File: src/rtl/debug_reg_dumper_pkg.sv
// debug_reg_dumper shared definitions: FSM encodings and byte geometry.
// Consumed by debug_reg_dumper and word_serializer.
package debug_reg_dumper_pkg;

  localparam int NB_BYTE        = 8;
  localparam int BYTES_PER_WORD = 32 / NB_BYTE;

  typedef enum logic [2:0] {
    S_IDLE   = 3'd0,
    S_SELECT = 3'd1,
    S_LATCH  = 3'd2,
    S_SEND   = 3'd3,
    S_NEXT   = 3'd4,
    S_DONE   = 3'd5,
    S_CSUM   = 3'd6
  } state_t;

endpackage

File: src/rtl/word_serializer.sv
// word_serializer: loads one register word and shifts it out MSB byte first
// over a valid/ready link; flags the handshake of the final byte.
module word_serializer #(
  parameter int NB_DATA = 32,
  parameter int NB_BYTE = 8
) (
  input  logic               i_clock,
  input  logic               i_reset,
  input  logic               i_load,
  input  logic [NB_DATA-1:0] i_word,
  output logic [NB_BYTE-1:0] o_tx_data,
  output logic               o_tx_valid,
  input  logic               i_tx_ready,
  output logic               o_last_sent
);
  import debug_reg_dumper_pkg::*;

  localparam int BPW    = NB_DATA / NB_BYTE;
  localparam int NB_CNT = $clog2(BPW + 1);

  logic [NB_DATA-1:0] r_shift;
  logic [NB_CNT-1:0]  r_cnt;
  logic               r_valid;
  logic               w_xfer;

  assign w_xfer      = r_valid && i_tx_ready;
  assign o_last_sent = w_xfer && (r_cnt == NB_CNT'(BPW - 1));
  assign o_tx_data   = r_shift[NB_DATA-1 -: NB_BYTE];
  assign o_tx_valid  = r_valid;

  // Load a word, then advance one byte per accepted handshake
  always_ff @(posedge i_clock or posedge i_reset) begin
    if (i_reset) begin
      r_shift <= '0;
      r_cnt   <= '0;
      r_valid <= 1'b0;
    end else if (i_load) begin
      r_shift <= i_word;
      r_cnt   <= '0;
      r_valid <= 1'b1;
    end else if (w_xfer) begin
      r_shift <= r_shift << NB_BYTE;
      r_cnt   <= r_cnt + 1'b1;
      if (o_last_sent)
        r_valid <= 1'b0;
    end
  end

endmodule

File: src/rtl/debug_reg_dumper.sv
// debug_reg_dumper: walks the register bank debug port and streams every
// word as bytes. Optional trailing XOR checksum byte: DUMP_CHECKSUM_EN.
module debug_reg_dumper #(
  parameter int NB_DATA = 32,
  parameter int NB_REG  = 5,
  parameter int N_REGS  = 32,
  parameter int NB_BYTE = 8
) (
  input  logic               i_clock,
  input  logic               i_reset,
  input  logic               i_start,
  input  logic               i_halt,
  output logic               o_ctrl_read_debug_reg,
  output logic [NB_REG-1:0]  o_addr_debug_unit,
  input  logic [NB_DATA-1:0] i_reg_data,
  output logic [NB_BYTE-1:0] o_tx_data,
  output logic               o_tx_valid,
  input  logic               i_tx_ready,
  output logic               o_busy,
  output logic               o_done
);
  import debug_reg_dumper_pkg::*;

  state_t             r_state;
  logic [NB_REG-1:0]  r_idx;
  logic               r_done;
  logic               w_load;
  logic               w_last;
  logic [NB_BYTE-1:0] w_ser_data;
  logic               w_ser_valid;

  assign w_load = (r_state == S_LATCH);

  word_serializer #(
    .NB_DATA (NB_DATA),
    .NB_BYTE (NB_BYTE)
  ) u_ser (
    .i_clock     (i_clock),
    .i_reset     (i_reset),
    .i_load      (w_load),
    .i_word      (i_reg_data),
    .o_tx_data   (w_ser_data),
    .o_tx_valid  (w_ser_valid),
    .i_tx_ready  (i_tx_ready),
    .o_last_sent (w_last)
  );

`ifdef DUMP_CHECKSUM_EN
  logic [NB_BYTE-1:0] r_csum;
  logic               r_csum_valid;

  assign o_tx_data  = r_csum_valid ? r_csum : w_ser_data;
  assign o_tx_valid = w_ser_valid | r_csum_valid;

  // XOR of every data byte accepted since the dump began
  always_ff @(posedge i_clock or posedge i_reset) begin
    if (i_reset)
      r_csum <= '0;
    else if (r_state == S_IDLE && i_start && i_halt)
      r_csum <= '0;
    else if (w_ser_valid && i_tx_ready)
      r_csum <= r_csum ^ w_ser_data;
  end
`else
  assign o_tx_data  = w_ser_data;
  assign o_tx_valid = w_ser_valid;
`endif

  assign o_busy                = (r_state != S_IDLE);
  assign o_ctrl_read_debug_reg = o_busy;
  assign o_addr_debug_unit     = r_idx;
  assign o_done                = r_done;

  // Dump sequencer: per register select, latch, send bytes, advance
  always_ff @(posedge i_clock or posedge i_reset) begin
    if (i_reset) begin
      r_state <= S_IDLE;
      r_idx   <= '0;
      r_done  <= 1'b0;
`ifdef DUMP_CHECKSUM_EN
      r_csum_valid <= 1'b0;
`endif
    end else begin
      unique case (r_state)
        S_IDLE: begin
          if (i_start && i_halt)
            r_state <= S_SELECT;
        end
        S_SELECT: r_state <= S_LATCH;
        S_LATCH:  r_state <= S_SEND;
        S_SEND: begin
          if (w_last)
            r_state <= S_NEXT;
        end
        S_NEXT: begin
          if (r_idx == NB_REG'(N_REGS - 1)) begin
`ifdef DUMP_CHECKSUM_EN
            r_state      <= S_CSUM;
            r_csum_valid <= 1'b1;
`else
            r_state <= S_DONE;
            r_done  <= 1'b1;
`endif
          end else begin
            r_idx   <= r_idx + 1'b1;
            r_state <= S_SELECT;
          end
        end
`ifdef DUMP_CHECKSUM_EN
        S_CSUM: begin
          if (i_tx_ready) begin
            r_csum_valid <= 1'b0;
            r_state      <= S_DONE;
            r_done       <= 1'b1;
          end
        end
`endif
        S_DONE: begin
          r_done  <= 1'b0;
          r_idx   <= '0;
          r_state <= S_IDLE;
        end
        default: r_state <= S_IDLE;
      endcase
    end
  end

endmodule

File: config.mk
export PLATFORM = sky130hd
export DESIGN_NAME = debug_reg_dumper
export DESIGN_NICKNAME = d
export VERILOG_FILES = /design/src/rtl/debug_reg_dumper_pkg.sv /design/src/rtl/word_serializer.sv /design/src/rtl/debug_reg_dumper.sv
export SDC_FILE = /design/constraint.sdc
export NUM_CORES = 1
export LEC_CHECK = 0
export CORE_UTILIZATION = 50
export CTS_BUF_LIST = sky130_fd_sc_hd__clkbuf_2
export DETAILED_ROUTE_END_ITERATION = 16
export PLACE_DENSITY = 0.78
export RECOVER_POWER = 50
export SYNTH_ARGS = -nofsm -noshare
export SYNTH_HDL_FRONTEND = slang
export SYNTH_SLANG_ARGS = --single-unit
File: constraint.sdc
create_clock -name i_clock -period 3.5 [get_ports i_clock]
set_clock_uncertainty 0.05 [all_clocks]
set_input_delay 0.7 -clock i_clock [delete_from_list [all_inputs] [get_ports i_clock]]
set_output_delay 0.7 -clock i_clock [all_outputs]
set_load 0.02 [all_outputs]
==> metrics.md <==
| Metric | Value |
|---|---|
| Status | `complete, but fails checks` |
| Failing checks | `capacitance limit, slew limit` |
| Hpwl dp | `~2.7 mm` |
| Pwr Total | `1.61 mW` |
| Worst vdd ir | `282 uV` |
| Via count | `1561` |
| Pin count of the biggest net entering global routing | `around 70` |
| Post-route setup slack | `0.833 ns` |
| Antenna cells | `0` |
| Pre-CTS setup slack | `roughly 1.1 ns` |
| Postcts setup bufs | `0` |
| Sequential share of the synthesized area | `51.3%` |
| Full die area | `4660 um2` |
| Root buf cell | `clkbuf_2` |
| Unrepaired setup endpoints after global routing | `no` |
| Top-count cell post-synth | `nand2_1` |
| Area leader, netlist | `dfrtp_1` |
| First drt pass iteration count | `4` |
| Post-CTS Resized | `0` |
| Top post-synthesis cells by area | `dfrtp_1 51%, mux2i_1 11%, nand2_1 8.2%` |
| Final setup fails | `0` |
| Design Area, Final | `around 2700 um2` |
| Core ar. | `roughly 4100 um2` |
| Share of synthesized registers carrying an async set or reset | `100%` |
| CP required | `2.75 ns` |
| Total gr overflow | `0` |
| Port bufs | `53` |
| Crit path max-delay cell type | `dfrtp_1` |
| Cell Count Post-Placement | `298` |
| DR vias/cell | `5.10` |
| Critical Path Sink Type | `primary output` |
| Ys Warns | `0` |
| CTS Buf Count | `5` |
| Fmax | `375 MHz` |
| Initial Util | `53.3%` |
| Pwr dens | `607 nW/um2` |
| Clock transition at path regs | `approximately 0.21 ns` |
| WP data arrival | `1.92 ns` |
| Min cycle time layout | `2.67 ns` |
| Die height | `68.3 um` |
| Post-synthesis instance total | `216` |
| Fin. Hold Viols | `0` |
| Max Cap Violations | `1` |
| Post-route DRC violation count | `0` |
| P_leak | `roughly 1.2 nW` |
| Cell Chain, Critical Path | `or3_1 > clkdlybuf4s50_1` |
| Clock Path Buffers | `2` |
| Syn_area_per_cell | `10.2 um2` |
| Worst setup path class | `reg2out` |
| Measured slew at the worst slew-check pin | `1.66 ns` |
| Mapped cell area | `2190 um2` |
| Vias in the first global route | `roughly 1400` |
| CP Launch Type | `flop` |
| First-pass GRT wire length | `around 6.5 mm` |
| Clk_lat worst skew | `0.42 ns` |
| TritonCTS clock tree | `yes` |
| H-tree depth | `2` |
| Initial antenna violation count | `0` |
| Ys flop type | `dfrtp_1` |
| Largest stage delay on the critical path | `0.54 ns` |
| Crit-path max FO | `12` |
| Top-area cell type share of the netlist area | `51.3%` |
| DRT iter0 DRCs | `106` |
| Synth unique cells | `33` |
| Placed inst area | `2630 um2` |
| Final period util | `76.2%` |
| Die Wd | `about 68 um` |
| Post-CTS Hold Buffers | `0` |
| Min-delay worst type | `reg2reg` |
| #FFs+latches synth | `45` |
| Routed WL per cell | `between 10 and 15 um` |
| Final non-filler cell total | `306` |
| Layout cells sized above 1 | `4.30%` |
| Hold_ws | `0.482 ns` |
| Fill count | `364` |
| Post-synth EDFFs | `0` |
| Placer congestion estimate | `~0.76` |
| Post-Syn Nets | `257` |
| Worst rel slew slack | `-10.6%` |
| Commonest cells post-synth | `48 x nand2_1, 45 x dfrtp_1, 33 x o21ai_0` |
| Top Family by Delay on Critical Path | `flip-flops` |
| DRT antenna net count | `0` |
| Final nets | `296` |
| WL final | `approximately 4.1 mm` |
| Sink Count | `45` |
| Gr usage total | `just under 20%` |
| Setup Total Neg Slack | `0 ns` |
| CP bufs+invs | `1` |
| Fin util | `64.6%` |
| Io pins | `54` |
| Area Growth Syn to Fin | `21.2%` |
| # rows | `23` |
| Fin. max-slew vios | `46` |
==> worst reg2reg max path: stages, from the launching register on <==
cell and delay (ns):
dfrtp_1 0.54, nor3b_1 0.25, clkbuf_2 0.86, o21ai_0 0.27
==> metal layers <==
layer,GRT usage [%],wire (um)
met5,0,0
met4,8.59,47
met3,3.50,136
met2,29.2,1910
met1,27.0,1960
==> worst paths after layout <==
kind | to | startpoint | cells past startpoint | slack, ns
worst max register to register | u_ser.r_shift[25]$_DFFE_PP0P_ | r_state[0]$_DFFE_PP0P_ | 3 | 1.40
min in group asynchronous | u_ser.r_shift[26]$_DFFE_PP0P_ | i_reset | 2 | 1.15
worst min register to register | u_ser.r_shift[3]$_DFFE_PP0P_ | u_ser.r_shift[3]$_DFFE_PP0P_ | 2 | 0.48
worst min-delay path | u_ser.r_shift[3]$_DFFE_PP0P_ | u_ser.r_shift[3]$_DFFE_PP0P_ | 2 | 0.48
max in group asynchronous | r_state[0]$_DFFE_PP0P_ | i_reset | 2 | 1.29
worst max-delay path | o_ctrl_read_debug_reg | r_state[0]$_DFFE_PP0P_ | 2 | 0.83
==> final cells by class <==
type                       count  area (um2)  share of cell area (%)
sequential                    45        1130                    42.3
multi-input combinational    146         881                    33.1
timing repair buffer          55         543                    20.4
tap                           50        62.6                    2.35
clock buffer                   6        30.0                    1.13
clock inverter                 2        10.0                   0.376
inverter                       2        7.51                   0.282
==> state kept, by name, summed over array words and instances, names as in the netlist <==
name               count
u_ser.r_shift         32
o_addr_debug_unit      5
r_state                3
u_ser.r_cnt            3
o_done                 1
u_ser.o_tx_valid       1
==> layout by cell type (no fill, tap or decap) <==
master,n
or3_1,1
o21ai_1,1
buf_4,1
nand2b_1,3
mux2i_1,25
dfrtp_1,45
clkinv_2,2
clkdlybuf4s50_1,52
nand2_1,48
ha_1,4
dlygate4sd3_1,1
a211oi_1,2
nand2_2,1
nand3_1,1
a21oi_1,4
nand4b_1,1
o21ai_0,35
xnor2_1,1
nor4_1,1
inv_1,2
clkbuf_2,7
a221o_1,1
a21o_1,1
a32o_1,1
a22oi_1,3
a221oi_1,1
and3_1,2
nor3b_1,2
nor2_1,2
nor2b_1,4
and2_0,1
==> cell families (layout without fill, tap and decap cells) <==
group | count (synthesis) | count (layout) | share of synthesized area, %
AND/OR/NAND/NOR | 67 | 67 | 14.1
buffers and inverters | 25 | 65 | 8.04
flip-flops | 45 | 45 | 51.3
AO/OA/AOI/OAI | 49 | 49 | 12.5
multiplexers | 25 | 25 | 11.4
XOR/XNOR | 1 | 1 | 0.399
adder cells (fa/ha/maj) | 4 | 4 | 2.28
==> where the power goes <==
| group | switching [mW] | internal, mW |
|---|---|---|
| combinational | 0.299 | 0.283 |
| clock | 0.165 | 0.0502 |
| sequential | 0.122 | 0.696 |
| total | 0.585 | 1.03 |
Note: power is estimated with default switching activity, not from simulation.
